[src/rtl/fetch_stage_pkg.sv]
// Shared fetch-stage definitions: datapath widths, reset PC, opcode constants
// and the {instr, pc} payload carried through the skid buffer.
package fetch_stage_pkg;

    localparam int unsigned PC_WIDTH       = 16;
    localparam int unsigned INSTR_WIDTH    = 32;
    localparam int unsigned OPCODE_WIDTH   = 6;
    localparam int unsigned REG_ADDR_WIDTH = 5;

    localparam logic [PC_WIDTH-1:0] RESET_PC = PC_WIDTH'(0);
    localparam logic [PC_WIDTH-1:0] PC_INC   = PC_WIDTH'(1);

    typedef enum logic [OPCODE_WIDTH-1:0] {
        OP_NOP  = 6'h00,
        OP_JR   = 6'h01,
        OP_JPC  = 6'h02,
        OP_BRFL = 6'h03,
        OP_CALL = 6'h04,
        OP_RET  = 6'h05
    } opcode_e;

    // NOP opcode in the low bits, every other field zero.
    localparam logic [INSTR_WIDTH-1:0] NOP_INSTR =
        {{(INSTR_WIDTH - OPCODE_WIDTH){1'b0}}, OP_NOP};

    typedef struct packed {
        logic [INSTR_WIDTH-1:0] instr;
        logic [PC_WIDTH-1:0]    pc;
    } fetch_entry_t;

endpackage

[src/rtl/fetch_skid_buf.sv]
// One-entry skid register for a fetch response that arrives while decode is
// stalled.
//   clk_in, RST : clock, async active-low reset
//   load        : capture din (sets full)
//   unload      : entry consumed (clears full)
//   flush       : discard entry; highest priority
//   din / dout  : {instr, pc} payload
//   full        : entry holds a live response
module fetch_skid_buf
    import fetch_stage_pkg::*;
(
    input  logic         clk_in,
    input  logic         RST,
    input  logic         load,
    input  logic         unload,
    input  logic         flush,
    input  fetch_entry_t din,
    output fetch_entry_t dout,
    output logic         full
);

    // Entry storage and occupancy flag.
    always_ff @(posedge clk_in or negedge RST) begin
        if (!RST) begin
            dout <= '0;
            full <= 1'b0;
        end else if (flush) begin
            full <= 1'b0;
        end else if (load) begin
            dout <= din;
            full <= 1'b1;
        end else if (unload) begin
            full <= 1'b0;
        end
    end

endmodule

[src/rtl/fetch_stage.sv]
// Pipeline stage 1: PC generation and synchronous instruction-memory read,
// presenting (instr, pc_out, valid) to decode. A one-entry skid buffer absorbs
// the response in flight when decode stalls; a redirect flushes and inserts a
// single bubble.
//   clk_in, RST           : clock, async active-low reset
//   stall                 : decode cannot accept an instruction this cycle
//   branch_en, branch_pc  : redirect request and target (wins over stall)
//   imem_addr, imem_rd_en : combinational read address / strobe
//   imem_data             : read data, one cycle after the strobe
//   instr, pc_out, valid  : registered outputs to decode
module fetch_stage
    import fetch_stage_pkg::*;
(
    input  logic                   clk_in,
    input  logic                   RST,
    input  logic                   stall,
    input  logic                   branch_en,
    input  logic [PC_WIDTH-1:0]    branch_pc,
    output logic [PC_WIDTH-1:0]    imem_addr,
    output logic                   imem_rd_en,
    input  logic [INSTR_WIDTH-1:0] imem_data,
    output logic [INSTR_WIDTH-1:0] instr,
    output logic [PC_WIDTH-1:0]    pc_out,
    output logic                   valid
);

    logic [PC_WIDTH-1:0] pc_q;
    logic [PC_WIDTH-1:0] pc_next;
    logic                inflight;
    logic [PC_WIDTH-1:0] inflight_pc;

    logic         skid_load;
    logic         skid_unload;
    logic         skid_flush;
    logic         skid_full;
    fetch_entry_t skid_din;
    fetch_entry_t skid_dout;

    // Read request: a redirect always fetches; otherwise only when decode can
    // take it and the skid entry has drained (keeps program order).
    always_comb begin
        imem_rd_en = RST & (branch_en | (~stall & ~skid_full));
        imem_addr  = branch_en ? branch_pc : pc_q;
        pc_next    = imem_addr + PC_INC;
    end

    // Skid control: park the in-flight response under stall, drain on release.
    always_comb begin
        skid_flush     = branch_en;
        skid_load      = stall & inflight;
        skid_unload    = ~stall & skid_full;
        skid_din.instr = imem_data;
        skid_din.pc    = inflight_pc;
    end

    fetch_skid_buf u_skid (
        .clk_in (clk_in),
        .RST    (RST),
        .load   (skid_load),
        .unload (skid_unload),
        .flush  (skid_flush),
        .din    (skid_din),
        .dout   (skid_dout),
        .full   (skid_full)
    );

    // PC, in-flight tracking and decode-facing output registers.
    always_ff @(posedge clk_in or negedge RST) begin
        if (!RST) begin
            pc_q        <= RESET_PC;
            inflight    <= 1'b0;
            inflight_pc <= '0;
            instr       <= NOP_INSTR;
            pc_out      <= '0;
            valid       <= 1'b0;
        end else begin
            if (imem_rd_en) begin
                pc_q        <= pc_next;
                inflight_pc <= imem_addr;
            end
            // A redirect's own read replaces any older in-flight response.
            inflight <= imem_rd_en;

            if (branch_en) begin
                valid <= 1'b0;
                instr <= NOP_INSTR;
            end else if (!stall) begin
                if (skid_full) begin
                    instr  <= skid_dout.instr;
                    pc_out <= skid_dout.pc;
                    valid  <= 1'b1;
                end else if (inflight) begin
                    instr  <= imem_data;
                    pc_out <= inflight_pc;
                    valid  <= 1'b1;
                end else begin
                    // Nothing to hand over: decode sees a NOP bubble.
                    instr <= NOP_INSTR;
                    valid <= 1'b0;
                end
            end
        end
    end

endmodule

[config.mk]
export PLATFORM = sky130hd
export DESIGN_NAME = fetch_stage
export DESIGN_NICKNAME = d
export VERILOG_FILES = /design/src/rtl/fetch_stage_pkg.sv /design/src/rtl/fetch_skid_buf.sv /design/src/rtl/fetch_stage.sv
export SDC_FILE = /design/constraint.sdc
export NUM_CORES = 1
export LEC_CHECK = 0
export CAP_MARGIN = 15
export CORE_MARGIN = 3
export CORE_UTILIZATION = 58
export CTS_BUF_LIST = sky130_fd_sc_hd__clkbuf_2
export CTS_CLUSTER_SIZE = 10
export DETAILED_ROUTE_END_ITERATION = 7
export PLACE_DENSITY = 0.88
export SLEW_MARGIN = 30
export SYNTH_ARGS = -nofsm -noshare
export SYNTH_HDL_FRONTEND = slang
export SYNTH_SLANG_ARGS = --single-unit
[constraint.sdc]
create_clock -name clk_in -period 4.9 [get_ports clk_in]
set_input_delay 0.98 -clock clk_in [delete_from_list [all_inputs] [get_ports clk_in]]
set_output_delay 0.98 -clock clk_in [all_outputs]
set_load 0.01 [all_outputs]
==> flow_summary.json <==
{
  "gp_congestion": 0.872,
  "required_ns": 3.92,
  "synth_edf_count": 0,
  "yosysTopAreaCell": "dfrtp_1",
  "path_buf_inv": 3,
  "power.leakage_uw": 0.00326,
  "drt-pass1-iter-count": 4,
  "path_class": "in2out",
  "use_met3_pct": 5.85,
  "ys.warnings.count": 0,
  "clk_latency_ns": 0.69,
  "ys_seq_area_share_pct": 54.1,
  "syn_to_final_growth_pct": 24.1,
  "utilization_pct": 75.6,
  "die_area_sq_mm": 0.0117,
  "synthFlopType": "dfrtp_1",
  "crit_fanout": 34,
  "power_frac_clock_pct": 26.8,
  "cts_root_buffer": "clkbuf_2",
  "vias": 4604,
  "total_power_uw": 2800,
  "use_met2_pct": 39.9,
  "wl_mm": 14.1,
  "post-cts-setup-buffers": 0,
  "cts-htree-levels": 4,
  "fin_crit_ns": 3.78,
  "grt_pass1_vias": 4625,
  "yosysTopAreaCellShare_pct": 54.1,
  "peakVddDrop_mv": 0.200,
  "viasPerCell": 5.96,
  "grt_max_degree": 74,
  "dp_hpwl_mm": 9.09,
  "antenna_found_initial": 0,
  "p_int_uw": 1960,
  "clkSinkCount": 131,
  "path_cells": "buf_2 -> o21ba_2 -> nand2b_2 -> inv_2 -> clkdlybuf4s50_1",
  "async_flop_share_pct": 100,
  "busiest_layer": "met2",
  "synth_area_sq_mm": 0.00606,
  "critical_path.top_delay_family": "buffers and inverters",
  "arrival_ns": 2.80,
  "layout.cells.most_common": "dfrtp_1",
  "postRouteAntennaNets": 0,
  "worst_slew_pin_slew_ns": 0.764,
  "drc": 0,
  "cts_tree": "built",
  "dp_slack_ns": 1.13,
  "hold_path_class": "in2async",
  "cts_buffer_depth": 2,
  "rsz0062_at_grt": "false",
  "start_util_pct": 60.9,
  "clk_pin_slew_ns": 0.21,
  "die_w_um": 108,
  "critPathLaunchType": "primary input",
  "setup_viol": 0,
  "slew_headroom_pct": 49.1,
  "diodes": 0,
  "core_sq_mm": 0.00995,
  "drtIter0Drc": 281,
  "max_freq_mhz": 265,
  "setup_slack_ns": 1.12,
  "setup-tns-final_ns": 0,
  "power.density_mw_per_mm2": 372,
  "ys_top_cells_by_area": "dfrtp_1 54%, mux2_2 9.8%, a221oi_1 4.5%",
  "ctsResizeCount": 0,
  "cap_violations": 0,
  "synth_cell_type_count": 47,
  "power.share.combinational_pct": 22.4,
  "swShare_pct": 30.0,
  "drive_gt1_share_pct": 18.9,
  "netlist_instances": 525,
  "fp.dieH_um": 108,
  "drv_slew": 0,
  "num_io_pins": 118,
  "cp_slowest_cell": "buf_2",
  "fin_skew_ns": 0.0319,
  "p_switching_uw": 838,
  "numCtsBuffers": 17,
  "use_met1_pct": 33.5,
  "fin_nets": 680,
  "syn-num-nets": 578,
  "postSynthRegisterBits": 131,
  "final_cell_mix": "130 x dfrtp_1, 114 x clkdlybuf4s50_1, 65 x nand2_1, 53 x mux2_2, 33 x nor2b_1",
  "cts_hold_buf": 0,
  "status": "complete, no violations",
  "grt_overflow": 0,
  "cpPeakStageDelay_ns": 0.58,
  "grt_first_pass_wirelength_mm": 22.8,
  "hold_violations": 0,
  "io_buffers": 117,
  "grt.total_usage_pct": 24.8,
  "pwr-share-seq_pct": 50.8,
  "fin_crit_sh_pct": 77.1,
  "rows": 36,
  "syn_avg_cell_area_sq_um": 11.5,
  "endpoint_kind": "primary output",
  "fillCellCount": 645,
  "wl_per_cell_um": 18.2,
  "whs_ns": 0.432
}
-- layer usage --
metal	up-vias	wire length, um
li1	2100	-
met1	2316	5960
met2	166	7090
met3	22	856
met4	0	195
met5	-	0
-- power by group through the flow --
stage | Clock (uW) | Combinational, uW | Sequential, uW
after detailed placement | 0 | 626 | 1440
after global placement | 0 | 601 | 1420
final | 749 | 626 | 1420
after floorplan | 0 | 333 | 1420
after CTS | 762 | 632 | 1420
after global routing | 805 | 684 | 1440
-- layout make-up --
class,count,area (sq um),share of cell area [%]
repair buffers,122,1200,16.0
clock buffers,18,90.1,1.20
flip-flops and latches,131,3280,43.6
well taps,133,166,2.21
clock inverters,14,186,2.48
multi-input cells,344,2560,34.0
inverters,11,41.3,0.549
-- stage by stage --
step | cells | instance area [sq um]
global placement | 741 | 7230
global route | 773 | 7520
floorplan | 525 | 6060
detailed placement | 741 | 7240
CTS | 773 | 7520
finish | 773 | 7520
-- cells by family (layout without fill, tap and decap cells) --
logic type / Yosys count / after routing / share of synthesized area [%]
and+or+nand+nor: 164 / 164 / 14.8
DFF: 131 / 131 / 54.1
AOI/OAI and AO/OA: 94 / 94 / 11.5
muxes: 80 / 80 / 14.7
buffers and inverters: 50 / 165 / 4.00
xor gates and xnor gates: 5 / 5 / 0.722
adders and majority gates: 1 / 1 / 0.206
-- registers in the layout (all words and copies together) (netlist names) --
signal	cells
u_skid.full	1
pc_out	16
u_skid.dout	48
inflight	1
instr	32
pc_q	16
inflight_pc	16
valid	1
-- synth_stat cells (2+ instances only) --
master and instances:
dfrtp_1 131, nand2_1 66, mux2_2 53, nor2b_1 34, a221oi_1 31, nor3_1 31
o21ai_0 25, clkbuf_1 23, mux2i_1 21, buf_2 10, inv_1 9, a21oi_1 7
a31oi_1 7, and4_1 7, o31ai_2 7, o21ai_1 6, nand3_1 5, xnor2_1 5
a22oi_1 3, buf_6 3, mux2i_2 3, nand3b_1 3, nand4_1 3, nand4b_1 3
nor2_1 3, inv_2 2, mux2_4 2, nand4_4 2, or3_1 2
-- final timing paths --
| path | start | slack [ns] | endpoint | cells after the start |
|---|---|---|---|---|
| max | branch_en | 1.12 | imem_rd_en | 5 |
| min | RST | 0.43 | pc_q[1] | 2 |
| max reg2reg | u_skid.full | 2.78 | pc_q[8] | 5 |
| min reg2reg | pc_out[15] | 0.50 | pc_out[15] | 2 |
| max in group asynchronous | RST | 3.32 | u_skid.full | 3 |
| min in group clk_in | pc_out[15] | 0.50 | pc_out[15] | 2 |
No activity file was read; power rests on OpenSTA's default activity.
